[config.mk]
export PLATFORM = sky130hd
export DESIGN_NAME = sdram_frame_sched
export DESIGN_NICKNAME = d
export VERILOG_FILES = /design/src/rtl/sdram_frame_sched.sv
export SDC_FILE = /design/constraint.sdc
export NUM_CORES = 1
export LEC_CHECK = 0
export CAP_MARGIN = 0
export CORE_UTILIZATION = 46
export DETAILED_ROUTE_END_ITERATION = 8
export PLACE_DENSITY = 0.85
export SKIP_CTS_REPAIR_TIMING = 1
export SKIP_LAST_GASP = 1
export SLEW_MARGIN = 15
export SYNTH_ARGS = -nofsm -noshare
export SYNTH_HDL_FRONTEND = slang
export SYNTH_SLANG_ARGS = --single-unit
[constraint.sdc]
create_clock -name sysclk_100M -period 2.49 [get_ports sysclk_100M]
set_input_delay 0.498 -clock sysclk_100M [delete_from_list [all_inputs] [get_ports sysclk_100M]]
set_output_delay 0.498 -clock sysclk_100M [all_outputs]
set_load 0.03 [all_outputs]
[src/rtl/sdram_frame_sched.sv]
// rtl/sdram_frame_sched.sv - frame-level write/read burst scheduler in front of the SDRAM arbiter
//
// Decides when to request camera write bursts and VGA read bursts, generates
// bank/row/column start addresses per burst and manages the frame buffers so
// that the reader only ever starts on a completed frame.
//
// Optional build macro: TRIPLE_BUF_EN
//   defined   - three banks; a finished frame moves the writer to the lowest
//               bank that is neither being displayed nor just completed
//   undefined - two-bank ping-pong, writer toggles 0 <-> 1
//
// Ports:
//   sysclk_100M     system clock
//   rst             synchronous active-high reset
//   init_done       SDRAM initialisation complete (only gates leaving IDLE)
//   wr_frame_start  camera vsync pulse, restarts the write frame
//   rd_frame_start  VGA vsync pulse, restarts reading on the last finished frame
//   wfifo_level     words held in the camera (write) FIFO
//   rfifo_level     words held in the VGA (read) FIFO
//   write_trig      write-burst request level, held until write_done
//   write_done      write burst finished pulse
//   read_trig       read-burst request level, held until read_done
//   read_done       read burst finished pulse
//   wr_bank/row/col start address of the current write burst
//   rd_bank/row/col start address of the current read burst
//   frame_ready     at least one complete frame is stored

module sdram_frame_sched #(
    parameter int BURST_LEN    = 256,
    parameter int FRAME_BURSTS = 1200,
    parameter int FIFO_AW      = 10,
    parameter int RD_LOW_WM    = 128
) (
    input  logic             sysclk_100M,
    input  logic             rst,
    input  logic             init_done,
    input  logic             wr_frame_start,
    input  logic             rd_frame_start,
    input  logic [FIFO_AW:0] wfifo_level,
    input  logic [FIFO_AW:0] rfifo_level,
    output logic             write_trig,
    input  logic             write_done,
    output logic             read_trig,
    input  logic             read_done,
    output logic [1:0]       wr_bank,
    output logic [12:0]      wr_row,
    output logic [8:0]       wr_col,
    output logic [1:0]       rd_bank,
    output logic [12:0]      rd_row,
    output logic [8:0]       rd_col,
    output logic             frame_ready
);

    localparam int IDX_W    = $clog2(FRAME_BURSTS) + 1;
    localparam int LVL_W    = FIFO_AW + 1;
    localparam int BL_SHIFT = $clog2(BURST_LEN);

    localparam logic [IDX_W-1:0] FRAME_N    = IDX_W'(FRAME_BURSTS);
    localparam logic [IDX_W-1:0] FRAME_LAST = IDX_W'(FRAME_BURSTS - 1);
    localparam logic [LVL_W-1:0] FIFO_DEPTH = LVL_W'(2 ** FIFO_AW);
    localparam logic [LVL_W-1:0] BURST_LVL  = LVL_W'(BURST_LEN);
    localparam logic [LVL_W-1:0] LOW_WM     = LVL_W'(RD_LOW_WM);

    typedef enum logic [1:0] {IDLE, SCHED, WR_BUSY, RD_BUSY} state_t;

    state_t             state, state_nxt;
    logic [IDX_W-1:0]   wr_idx, rd_idx;
    logic               wr_pend, rd_pend;
    logic [1:0]         last_done_bank;
    logic [1:0]         next_wr_bank;
    logic               rd_ok;
    logic [LVL_W-1:0]   rd_space;
    logic               wr_done_ev, rd_done_ev;
    logic [21:0]        wr_addr, rd_addr;

    assign wr_done_ev = (state == WR_BUSY) && write_done;
    assign rd_done_ev = (state == RD_BUSY) && read_done;

    assign wr_addr = 22'(wr_idx) << BL_SHIFT;
    assign rd_addr = 22'(rd_idx) << BL_SHIFT;
    assign wr_row  = wr_addr[21:9];
    assign wr_col  = wr_addr[8:0];
    assign rd_row  = rd_addr[21:9];
    assign rd_col  = rd_addr[8:0];

    always_comb begin
        next_wr_bank = 2'd0;
`ifdef TRIPLE_BUF_EN
        if (rd_bank != 2'd0 && wr_bank != 2'd0)
            next_wr_bank = 2'd0;
        else if (rd_bank != 2'd1 && wr_bank != 2'd1)
            next_wr_bank = 2'd1;
        else
            next_wr_bank = 2'd2;
`else
        next_wr_bank = {1'b0, ~wr_bank[0]};
`endif
    end

    // Read starvation beats writes; otherwise writes beat opportunistic reads.
    always_comb begin
        rd_ok     = frame_ready && (rd_idx < FRAME_N);
        rd_space  = FIFO_DEPTH - rfifo_level;
        state_nxt = state;
        case (state)
            IDLE:    if (init_done) state_nxt = SCHED;
            SCHED: begin
                if (rd_ok && rfifo_level <= LOW_WM)
                    state_nxt = RD_BUSY;
                else if (wfifo_level >= BURST_LVL)
                    state_nxt = WR_BUSY;
                else if (rd_ok && rd_space >= BURST_LVL)
                    state_nxt = RD_BUSY;
            end
            WR_BUSY: if (write_done) state_nxt = SCHED;
            RD_BUSY: if (read_done)  state_nxt = SCHED;
            default: state_nxt = IDLE;
        endcase
    end

    always_ff @(posedge sysclk_100M) begin
        if (rst) begin
            state      <= IDLE;
            write_trig <= 1'b0;
            read_trig  <= 1'b0;
        end else begin
            state      <= state_nxt;
            write_trig <= (state_nxt == WR_BUSY);
            read_trig  <= (state_nxt == RD_BUSY);
        end
    end

    // Write side: a vsync during a burst is parked until the burst retires so
    // the address never moves under an active request.
    always_ff @(posedge sysclk_100M) begin
        if (rst) begin
            wr_idx         <= '0;
            wr_bank        <= 2'd0;
            last_done_bank <= 2'd0;
            frame_ready    <= 1'b0;
            wr_pend        <= 1'b0;
        end else if (wr_done_ev) begin
            if (wr_idx == FRAME_LAST) begin
                wr_idx         <= '0;
                last_done_bank <= wr_bank;
                wr_bank        <= next_wr_bank;
                frame_ready    <= 1'b1;
            end else begin
                wr_idx <= wr_idx + 1'b1;
            end
            // coincident vsync: the done has been counted above, now restart
            if (wr_frame_start)
                wr_idx <= '0;
        end else if (state == WR_BUSY) begin
            if (wr_frame_start)
                wr_pend <= 1'b1;
        end else if (wr_frame_start || wr_pend) begin
            wr_idx  <= '0;
            wr_pend <= 1'b0;
        end
    end

    // Read side: saturates at a full frame and waits for the next VGA vsync.
    always_ff @(posedge sysclk_100M) begin
        if (rst) begin
            rd_idx  <= '0;
            rd_bank <= 2'd0;
            rd_pend <= 1'b0;
        end else if (rd_done_ev) begin
            if (rd_idx < FRAME_N)
                rd_idx <= rd_idx + 1'b1;
            if (rd_frame_start)
                rd_pend <= 1'b1;
        end else if (state == RD_BUSY) begin
            if (rd_frame_start)
                rd_pend <= 1'b1;
        end else if (rd_frame_start || rd_pend) begin
            rd_bank <= last_done_bank;
            rd_idx  <= '0;
            rd_pend <= 1'b0;
        end
    end

endmodule

Yosys cells after proc, flatten, opt, wreduce, memory -nomap -nowiden. Cells that the tools add are included.

Memories: 0. Bits in registers: 34. Bits in read-only memories: 0. Input port bits: 29. Memory bits (writable): 0. Output and inout bits: 51. Logic and storage cells: 72. Bits in latches: 0.

Reductions and logical operators: 17. Multiply operators: 0. Eq/ne operators: 10. Muxes and demuxes: 23. Shift-type cells: 0. Div/mod/pow operators: 0. Order comparisons: 4. Bitwise logic cells: 4. $add $sub $neg: 3.

Operators by type and width (count): $mux W12 (9); $add A12 B1 Y12 const B (2); $ge A11 B9 Y1 const B (2); $eq A12 B11 Y1 const B (1); $lt A12 B11 Y1 const B (1); $mux W2 (6); $le A11 B8 Y1 const B (1); $sub A11 B11 Y11 const A (1); $reduce_and A3 Y1 (3); $eq A2 B2 Y1 const B (4); $pmux W2 S4 (1); $mux W1 (7); $ne A2 B2 Y1 const B (3); $reduce_bool A2 Y1 (3); $logic_and A1 B1 Y1 (5); $not A1 Y1 (4); $reduce_and A2 Y1 (2); $reduce_bool A3 Y1 (1); $eq A2 B1 Y1 const B (1); $logic_not A2 Y1 (1); $logic_or A1 B1 Y1 (2); $ne A2 B1 Y1 const B (1).

Longest topological paths before layout. Gate-level depths: netlist of run 1.

Depth in word-level cells: 8. Gate-level depth with buffers: 6.

Worst setup path after synthesis of run 1. Ideal clock, no wire load.

Path type: register to register. Start: reg wr_idx[0]. End: reg wr_idx[10]. Stages on the path, launching flop included: 6. Arrival: 1.652 ns. Period minus slack after synthesis: 1.722 ns. Slack: 0.768 ns. Library setup time: 0.070 ns. Cell sequence: dfxtp_1 > ha_1 > and4_1 > nand3_1 > or4_1 > a21oi_1.

Longest elaborated chain between the ends: 4. Elaborated cells between the ends (all ways): 5.

Ends and longest elaborated chain: start: declaration (RTL line 67) `logic [IDX_W-1:0] wr_idx, rd_idx;`; start signal: assignment (RTL line 149) `wr_idx <= wr_idx + 1'b1;`; $add A12 B1 Y12 or $eq A12 B11 Y1 (tied branches) (RTL line 149, 143); $mux W12 (*) (RTL line 143) `if (wr_idx == FRAME_LAST) begin`; $mux W12 (*) (RTL line 152) `if (wr_frame_start)`; $mux W12 (*) (RTL line 142) `end else if (wr_done_ev) begin`.

Mark *: on every way between the ends. The rest lies on a longest branch, timed or not. A chain may end at the register's enable or synchronous reset.

Worst setup path after layout of run 1.
Start: reg rd_idx[3]. End: out rd_row[2].

RTL lines: start: declaration (RTL line 67); start signal: assignment (RTL line 171) `rd_idx <= rd_idx + 1'b1;`; end: declaration (RTL line 49) `output logic [12:0] rd_row,`.

No word-level cell between the ends.

==> results.txt, run 1 <==
The filler cells instantiated in the layout total 368. The clock period minus worst slack was 1.983 ns. STA classifies the critical path startpoint as a flop. The total overflow left after global routing is 0. At the placement stage, the worst setup path has a slack of 0.2611 ns.

The number of warnings reported in the yosys synthesis log came out at 0. Among all stages on the critical path, the largest delay is contributed by sky130_fd_sc_hd__clkdlybuf4s50_1. Max-cap violations in this run came to 0. TritonCTS built the clock tree.

The post-synthesis area per instance came out at 8.526 µm². Leaving out fill and tap cells, the most frequent cell in the layout is sky130_fd_sc_hd__clkdlybuf4s50_1. The fraction of power spent switching nets is 0.2726, and the clock latency reported for the late side of the worst-skew pair is 0.28 ns. The count of buffer and inverter cells on the critical path came out at 1. Final count of hold timing violations: 0.

The clock passes through at most 2 buffers. The total CTS buffers came out at 5. The floorplan has 23 rows. The met2 wirelength from detailed routing was 1995 µm; the maximum cell stage delay along the critical path was 0.72 ns. The synthesized design contains 34 register bits.

The post-synthesis cell area is 1927 µm², and the switching power total is 0.3417 mW. The worst voltage drop across the vdd grid was 355.4 µV; the HPWL reported at the end of detailed placement was 3148 µm. For the count of pins on the block boundary, the log shows 80. Setup repair after global routing left no endpoint under its margin. The floorplan step defined a core boundary enclosing 4000 µm². The first global-routing pass estimated 6989 µm of wire.

From bottom edge to top edge, the die measures 66.72 µm. The relative area change from synthesis to final layout was 29.48%; the area occupied by multi-input gates was 1102 µm². In the routed design, unresolved DRC markers number 0. The logs give 0 for the number of nets still failing antenna checks after routing and 107 for the initial detailed-routing violation count. In the post-route analysis, the smallest setup slack over all paths is 0.5066 ns. Traced cell by cell, the critical path runs through clkdlybuf4s50_1. The detailed router placed 1833 vias in this run. The highest layer touched by signal routing is met4. The number of antenna diodes in the final layout is 0.

The setup path with the least slack is of type flop to output port. The tree built by TritonCTS fans out to 34 sinks. In the layout the commonest cells are sky130_fd_sc_hd__clkdlybuf4s50_1, sky130_fd_sc_hd__dfxtp_1, sky130_fd_sc_hd__conb_1. The ratio of final minimum period to clock period works out to 0.7966.

The analysis attributes to cell leakage a power of 0.9120 nW. The run gives 0.2045 as the total global routing track utilization. The flip-flop cell with the highest count after synthesis was sky130_fd_sc_hd__dfxtp_1.

The run gives 0 as the number of antenna violations at the first check in global routing. Registers take 680.7 µm². The fraction of power consumed by combinational cells came out at 0.160. The fraction of layout cells with a size suffix above 1 was 0.07168; the fmax was 504.2 MHz. In this run the clock root is driven by a sky130_fd_sc_hd__clkbuf_8. Entering global routing, the biggest net connects 17 pins.

The worst clock skew on the final layout was 0.006606 ns. The flow ran to the end, and the final reports show no timing, DRC or antenna violations. Via count of the first global-routing pass: 1619. Internal power summed over all cells: 0.9117 mW. The tools report the number of detailed-routing iterations run before antenna repair as 4. In the detailed route, the total length drawn on met3 is 165 µm. The tools report the post-layout net count as 309.

The headroom to the max-slew limit is 0.6265, and the async set-reset flop share out of synthesis is 0. The number of levels in the clock H-tree is 2, and the standard cell area after detailed placement is 2385 µm². The fraction of the yosys area taken by sequential cells was 0.3532. For the area enclosed by the die boundary, the log shows 4452 µm². For the part of the power in registers, the log shows 0.459. At the pin with the least slew margin, the transition time is 0.5551 ns. The overall die width was 66.72 µm; the average wire per cell in the routed design was 13.04 µm. The tools report the kind of capture point of the worst setup path as an output port. Met1 wire length: 2031 µm. The summed negative setup slack over all endpoints came out at 0 ns. The register clock-pin slew on the reported worst setup and hold paths works out to 0.07 ns.

Along the worst path, the maximum fanout reaches 9. For the cell area after layout, the log shows 2495 µm². Data on the critical path arrives at its endpoint at 1.49 ns.

The utilization after layout was 0.6237. The power density normalized to cell area is 502.4 nW/µm². Counting flops with a built-in enable in the synthesized netlist gives 0.

The logs give 57 for the distinct cell type count after synthesis and 0.4817 for the starting utilization of the core area. The number of pins with negative max-slew slack in the final report came out at 0. On the critical path the largest part of the delay comes from buffers and inverters. The final layout contains routed wiring with a total length of 4290 µm. After technology mapping, the gate count stands at 226. At the end of routability-driven placement, the weighted congestion stood at 0.8054. Setup violations remaining at the end of the flow were counted as 0. The design draws 1.253 mW. Dividing the detail-routed via count by the number of cells gives 5.571. Classification of the worst-slack hold path: flop to flop. The logs give 1.99 ns for the required time at the endpoint of the critical path and 0.381 for the clock group share of total power. Buffers placed on the I/O ports in this run total 49.
==> layer usage <==
| metal | vias up | GRT usage |
|---|---|---|
| met4 | 0 | 0.1011 |
| met2 | 60 | 0.3182 |
| li1 | 906 | - |
| met5 | - | 0 |
| met3 | 11 | 0.03767 |
| met1 | 856 | 0.2680 |
==> logic make-up (layout without fill, tap and decap cells) <==
kind of cell | after synthesis | after routing | share of synthesized area
AND/OR/NAND/NOR | 86 | 86 | 0.2455
AO/OA/AOI/OAI | 59 | 59 | 0.2208
flip-flops | 34 | 34 | 0.3532
buffers and inverters | 34 | 66 | 0.1156
multiplexers | 7 | 7 | 0.03637
XOR/XNOR | 3 | 3 | 0.01364
adder cells (fa/ha/maj) | 2 | 2 | 0.01298
other | 1 | 22 | 0.001946
==> sequential cells by signal (all words and copies together) (netlist names) <==
register	flops
frame_ready	1
last_done_bank	1
rd_bank	1
rd_idx	12
rd_pend	1
read_trig	1
state	2
wr_bank	1
wr_idx	12
wr_pend	1
write_trig	1
==> cell type report <==
cell class,count,area share
Multi-Input combinational cell,179,0.4418
Sequential cell,34,0.2728
Timing Repair Buffer,53,0.2086
Clock buffer,8,0.04413
Tap cell,50,0.02508
Inverter,5,0.007523
==> worst reg2reg max path, stage by stage, from the launching register on <==
cell and delay, ns:
sky130_fd_sc_hd__dfxtp_1 0.55, sky130_fd_sc_hd__and2b_1 0.27, sky130_fd_sc_hd__o211ai_2 0.22, sky130_fd_sc_hd__or4_1 0.56
sky130_fd_sc_hd__a21oi_1 0.15
==> Yosys cell counts (all sizes together), types with 6 or more instances <==
cell | count | area, µm²
dfxtp | 34 | 680.7
or3 | 7 | 43.79
a21oi | 19 | 95.09
nor2 | 14 | 52.55
nand2 | 20 | 75.07
o21ai | 6 | 37.54
mux2i | 7 | 70.07
buf | 28 | 200.2
nand3 | 9 | 45.04
==> metrics by stage <==
stage	std cells	hold WS, ns
final	329	0.4607
after global routing	329	0.4971
after detailed placement	321	0.4530
after floorplan	247	0.4312
after CTS	329	0.4626
after global placement	321	0.4439
==> power groups by stage <==
stage | sequential [mW] | clock (mW) | combinational [mW]
2_1_floorplan | 0.588 | 0 | 0.157
3_5_place_dp | 0.587 | 0 | 0.200
5_1_grt | 0.578 | 0.503 | 0.220
6_report | 0.575 | 0.477 | 0.201
4_1_cts | 0.575 | 0.485 | 0.201
3_3_place_gp | 0.587 | 0 | 0.198
==> worst paths after layout <==
kind	cells past startpoint	slack, ns	end	start
max	1	0.51	rd_row[2]	rd_idx[3]
min	2	0.46	rd_bank[0]	last_done_bank[0]
max reg2reg	4	0.69	wr_idx[10]	state[1]
min reg2reg	2	0.46	rd_bank[0]	last_done_bank[0]
No activity file was read; power rests on OpenSTA's default activity.
==> run 2: changes to the inputs <==
--- a/config.mk
+++ b/config.mk
@@ -6,9 +6,9 @@
 export NUM_CORES = 1
 export LEC_CHECK = 0
 export CAP_MARGIN = 0
-export CORE_UTILIZATION = 46
+export CORE_UTILIZATION = 39
 export DETAILED_ROUTE_END_ITERATION = 8
-export PLACE_DENSITY = 0.85
+export PLACE_DENSITY = 0.77
 export SKIP_CTS_REPAIR_TIMING = 1
 export SKIP_LAST_GASP = 1
 export SLEW_MARGIN = 15
==> constraint.sdc (replaced) <==
create_clock -name sysclk_100M -period 1.7 [get_ports sysclk_100M]
set_input_delay 0.34 -clock sysclk_100M [delete_from_list [all_inputs] [get_ports sysclk_100M]]
set_output_delay 0.34 -clock sysclk_100M [all_outputs]
set_load 0.03 [all_outputs]
==> results.txt, run 2 (synthesis results as in run 1) <==
Global-route wire length before repair: 7921 µm (+13%). The worst hold path belongs to the class flop to flop. The starting utilization of the core area was 0.4079 (-0.07375); the overall die width was 72.29 µm (+8.3%). The logs give 0 (unchanged) for the count of inserted antenna diode cells and 1.32 ns (-0.17 ns) for the data arrival time of the worst path. The tools report the remaining design rule violation count as 0 (unchanged). For the number of pins with negative max-slew slack in the final report, the log shows 0 (unchanged). The flow ran to the end, and the final reports show no timing, DRC or antenna violations. The logs give 0.5923 (-0.03139) for the utilization after layout and 5 (unchanged) for the total CTS buffers.

The tools report the number of fill cells in the layout as 407 (+11%). The routed via count divided by cell count was 5.338 (-4.2%). The logs give 2 (unchanged) for the buffer depth of the longest clock path and 0.006912 ns (+0.0003055 ns) for the worst clock skew on the final layout.

TritonCTS built the clock tree. For the total length of routed wires, the log shows 4992 µm (+16%). The area enclosed by the die boundary came out at 5226 µm² (+17%). In the layout the commonest cells are sky130_fd_sc_hd__buf_4, sky130_fd_sc_hd__dfxtp_1, sky130_fd_sc_hd__clkdlybuf4s50_1. The power density normalized to cell area was 630.9 nW/µm² (+26%); the final setup violation count was 0 (unchanged). The number of nets still failing antenna checks after routing came out at 0 (unchanged). The initial detailed-routing violation count is 160 (+50%).

Leading cell type in the layout, fill and taps excluded: sky130_fd_sc_hd__buf_4. The register clock-pin slew on the reported worst setup and hold paths is 0.07 ns (about the same), and the ratio of final minimum period to clock period is 0.9767. The HPWL reported at the end of detailed placement was 3633 µm (+15%). The number of detailed-routing iterations run before antenna repair was 4 (unchanged); the clock period minus worst slack was 1.660 ns. The logs give 2798 µm² (+12%) for the cell area after layout and 0.07 ns (-0.62 ns) for the flop-to-flop setup slack. Post-placement cell count: 366 (+14%).

STA classifies the critical path endpoint as an output port. The height of the die came out at 72.29 µm (+8.3%). The number of core rows was 25 (+8.7%). Fmax: 602.3 MHz. The count of placed standard cells in the final layout, fillers left out is 376 (+14%), and the final weighted congestion in routability-driven placement is 0.8805 (+9.3%). The type of the worst setup path was flop to output port. The largest net degree at the start of global routing came out at 16 (-1).

The clock latency reported for the late side of the worst-skew pair came out at 0.29 ns (about the same). Broken down by cell family, the worst path's largest delay share belongs to buffers and inverters. The total via count in the routed design came out at 2007 (+9.5%).

Setup repair after global routing could not meet its margin everywhere. Sort of element at the start of the critical path: a flop. The count of input and output buffers works out to 49 (unchanged).

The largest registers in the layout are rd_idx (12), wr_idx (12), state (2). Max-capacitance violation count: 0 (unchanged). The worst voltage drop across the vdd grid is 359.9 µV (+1.3%), and the count of buffer and inverter cells on the critical path is 1 (unchanged).

The tools report the total global routing track utilization as 0.1926 (-0.01187). The standard cell area after detailed placement is 2619 µm² (+9.8%), and the leakage power is 1.493 nW (+64%). The post-layout net count is 340 (+10%), and the fraction of layout cells with a size suffix above 1 is 0.1650 (+0.09336). The tools report the number of levels in the clock H-tree as 2 (unchanged). The tools report the total grt overflow as 0 (unchanged).

The slowest stage of the critical path belongs to the cell sky130_fd_sc_hd__clkdlybuf4s50_1. The average wire per cell in the routed design is 13.28 µm (+1.8%), and the required time at the endpoint of the critical path is 1.36 ns (-0.63 ns). The maximum cell stage delay along the critical path is 0.67 ns (-0.05 ns), and the minimum hold slack is 0.4581 ns (-0.002573 ns). For the number of antenna violations at the first check in global routing, the log shows 0 (unchanged). The via count of the first global-routing pass is 1809 (+12%). The standard cell core area was 4723 µm² (+18%).

Highest fanout seen on the critical path: 5 (-4). The tools report the count of pins on the block boundary as 80 (unchanged). The critical path goes through clkdlybuf4s50_1.

The master cell of the clock root buffer was sky130_fd_sc_hd__clkbuf_8. For the final count of hold timing violations, the log shows 0 (unchanged). Relative to the synthesized area, the layout overhead comes to 45.19%. The CTS sink count was 34 (unchanged).
run 2: worst paths after layout:
kind                                   startpoint    endpoint  cells after the start
worst min register to register  last_done_bank[0]  rd_bank[0]                      2
worst min-delay path            last_done_bank[0]  rd_bank[0]                      2
worst max register to register          rd_idx[7]   rd_idx[9]                      4
worst max-delay path                    wr_idx[1]   wr_row[0]                      1
run 2: area by class of cell:
type / count / area (µm²) / share of cell area
multi-input combinational: 180 / 1129 / 0.4034
timing repair buffer: 83 / 805.8 / 0.2880
sequential: 34 / 684.4 / 0.2446
tap: 67 / 83.83 / 0.02996
clock buffer: 7 / 76.32 / 0.02728
inverter: 5 / 18.77 / 0.006708
run 2: per-stage QoR:
stage          total power, mW  setup TNS, ns  setup WS, ns
3_5_place_dp             1.203         -4.321       -0.2559
2_1_floorplan            1.092              0       0.01818
5_1_grt                  1.847        -0.4971      -0.07840
3_3_place_gp             1.194         -3.812       -0.2284
6_report                 1.765              0       0.03968
4_1_cts                  1.763         -1.065       -0.1062
run 2: metal layers:
layer,vias to the layer above,wire [µm],track usage
met1,959,2175,0.2224
met3,10,265,0.05278
met5,-,0,0
li1,970,-,-
met4,0,99,0.09150
met2,68,2453,0.3292
run 2: report_power, final:
| part | total [mW] | leakage, nW | switching, mW | internal, mW |
|---|---|---|---|---|
| logic | 0.365 | 1.18 | 0.211 | 0.155 |
| clock network | 0.568 | 0.0383 | 0.286 | 0.282 |
| registers | 0.832 | 0.276 | 0.0164 | 0.816 |
==> run 3: changes to the inputs <==
==> constraint.sdc (replaced) <==
create_clock -name sysclk_100M -period 1.7 [get_ports sysclk_100M]
set_input_delay 0.34 -clock sysclk_100M [delete_from_list [all_inputs] [get_ports sysclk_100M]]
set_output_delay 0.34 -clock sysclk_100M [all_outputs]
set_load 0.01 [all_outputs]
==> results.txt, run 3 (synthesis results as in run 1) <==
The tools report the worst clock skew on the final layout as 0.006074 ns (-0.0008384 ns). Logic depth of the worst register-to-register path: 5 (+1). The routed via count divided by cell count is 5.221 (-2.2%). The ratio of final minimum period to clock period works out to 0.9924 (+0.01574).

The leading cell type in the layout, fill and taps excluded is sky130_fd_sc_hd__clkdlybuf4s50_1. The slowest cell on the critical path was sky130_fd_sc_hd__clkdlybuf4s50_1. The worst voltage drop across the vdd grid came out at 304.4 µV (-15%). The family with the most delay on the worst path was buffers and inverters.

The clock latency reported for the late side of the worst-skew pair is 0.28 ns (about the same). The count of input and output buffers works out to 49 (unchanged). The top cell types in the final layout, fill and taps aside, are sky130_fd_sc_hd__clkdlybuf4s50_1, sky130_fd_sc_hd__dfxtp_1, sky130_fd_sc_hd__buf_4. The logs give 25 (unchanged) for the number of core rows and 6 (+2) for the number of detailed-routing iterations run before antenna repair. The internal power summed over all cells came out at 1.245 mW (-0.57%). Minimum hold slack: 0.4606 ns (+0.002458 ns). The clock period minus worst slack was 1.687 ns (+0.02676 ns). The average wire per cell in the routed design was 12.85 µm (-3.2%); the total global routing track utilization was 0.1872 (-0.005403). The depth of the worst hold-timing path was 2 (unchanged).

For the utilization after layout, the log shows 0.5756 (-0.01669). The logs give 2 (unchanged) for the buffer depth of the longest clock path and 0 ns (unchanged) for the summed negative setup slack over all endpoints. The number of nets still failing antenna checks after routing was 0 (unchanged). The final setup violation count is 0 (unchanged). For the number of pins with negative max-slew slack in the final report, the log shows 0 (unchanged). The logs give 685.7 µm² (+0.18%) for the footprint of the flip-flops and latches and 0 (unchanged) for the number of antenna violations at the first check in global routing. In this run the worst setup path begins at wr_idx[5].

The standard cell core area is 4723 µm² (unchanged). The met2 routing resource usage after global routing was 0.3074 (-0.02181). The fraction of power consumed by combinational cells is 0.181 (-0.026), and the final count of hold timing violations is 0 (unchanged). The hold path endpoint was rd_bank[0].

The HPWL reported at the end of detailed placement is 3604 µm (-0.79%), and the height of the die is 72.29 µm (unchanged). The clock group share of total power came out at 0.331 (+0.009). The maximum cell stage delay along the critical path is 0.60 ns (-0.07 ns).

The worst flop-to-flop path startpoint is rd_idx[7]. The fraction of power spent switching nets came out at 0.2644 (-0.02632). TritonCTS built the clock tree. The relative area change from synthesis to final layout was 41.10%; the met1 routing resource usage after global routing was 0.2478 (+0.02543). The final weighted congestion in routability-driven placement was 0.8386 (-4.8%); the largest net degree at the start of global routing was 15 (-1). The tools report the count of pins on the block boundary as 80 (unchanged). The most used routing layer was met2. For the number of fill cells in the layout, the log shows 438 (+7.6%). The master cell of the clock root buffer is sky130_fd_sc_hd__clkbuf_8. Worst setup slack after placement: -0.2570 ns (-0.001152 ns). For the remaining design rule violation count, the log shows 0 (unchanged). The area occupied by multi-input gates was 1139 µm² (+0.89%); the minimum setup slack in the final design was 0.01292 ns (-0.02676 ns). Traced cell by cell, the critical path runs through clkdlybuf4s50_1.

The run gives 5226 µm² (unchanged) as the area enclosed by the die boundary. The run finished with clean final reports. The run gives 0.4079 (unchanged) as the starting utilization of the core area. The total CTS buffers is 5 (unchanged).

The worst setup path is of the flop to output port kind. The worst setup path is launched from a flop. The fraction of layout cells with a size suffix above 1 is 0.1645 (-0.0005749), and the initial detailed-routing violation count is 100 (-38%). The met3 layer usage reported by global route is 0.02917 (-0.02361). The highest fanout seen on the critical path works out to 8 (+3).

Leakage power: 1.024 nW (-31%). The overall die width is 72.29 µm (unchanged). The run gives 0.489 (+0.018) as the part of the power in registers.

The endpoint identified for the worst register-to-register timing path is rd_idx[3]. The max-capacitance violation count is 0 (unchanged). The run gives 1937 (-3.5%) as the total via count in the routed design. The total length of routed wires came out at 4768 µm (-4.5%). The launch instance of the worst min-delay path was rd_bank[0]. The power density normalized to cell area was 622.4 nW/µm² (-1.3%); the cell area after layout was 2719 µm² (-2.8%).

The count of inserted antenna diode cells is 0 (unchanged). The tools report the kind of capture point of the worst setup path as an output port. The standard cell area after detailed placement is 2601 µm² (-0.67%). The global-route wire length before repair was 7838 µm (-1.0%).

The register clock-pin slew on the reported worst setup and hold paths is 0.07 ns (about the same). The flop-to-flop setup slack came out at 0.06 ns (about the same). The worst hold path belongs to the class flop to flop.

The data arrival time of the worst path came out at 1.35 ns (+0.03 ns). Fmax: 592.7 MHz (-1.6%). Count of buffer and inverter cells on the critical path: 1 (unchanged). Setup repair after global routing could not meet its margin everywhere.

The via count of the first global-routing pass was 1783 (-1.4%). Number of levels in the clock H-tree: 2 (unchanged). The largest registers in the layout are rd_idx (12), wr_idx (12), state (2). The tools report the required time at the endpoint of the critical path as 1.36 ns (about the same). The CTS sink count was 34 (unchanged).

The switching power total is 0.4475 mW (-13%). The post-layout net count is 335 (-1.5%), and the total grt overflow is 0 (unchanged).
## run 3: worst min-delay path, stage by stage (launching register included)
cell and delay (ns):
sky130_fd_sc_hd__dfxtp_1 0.31, sky130_fd_sc_hd__nand2_1 0.05, sky130_fd_sc_hd__a21oi_1 0.06
## run 3: layout make-up
| type | instances | area share |
|---|---|---|
| clock buffers | 7 | 0.02807 |
| flip-flops and latches | 34 | 0.2522 |
| inverters | 5 | 0.006903 |
| well taps | 67 | 0.03083 |
| multi-input cells | 179 | 0.4188 |
| repair buffers | 79 | 0.2632 |
## run 3: worst max-delay path by stage
stage | to | slack, ns | cells after the start
after floorplan | rd_idx[5] | 0.12 | 5
after global placement | rd_idx[2] | -0.22 | 5
after detailed placement | rd_idx[3] | -0.26 | 6
after CTS | rd_idx[3] | 0.009 | 5
after global routing | wr_idx[3] | -0.06 | 6
final | wr_row[4] | 0.01 | 1
## run 3: routing by layer
metal | share of wire | vias up
met5 | 0 | -
met1 | 0.46 | 924
met2 | 0.50 | 52
li1 | - | 958
met3 | 0.030 | 3
met4 | 0.0042 | 0
## run 3: power by group through the flow
stage	registers, mW	logic [mW]	clock network [mW]
after floorplan	0.847	0.186	0
after global placement	0.845	0.289	0
after detailed placement	0.845	0.296	0
after CTS	0.827	0.298	0.568
after global routing	0.829	0.336	0.600
final	0.827	0.306	0.560
## run 3: through the flow
step	instances	power, mW
final	371	1.692
after global routing	371	1.766
after CTS	371	1.693
after detailed placement	364	1.141
after global placement	364	1.133
after floorplan	247	1.034
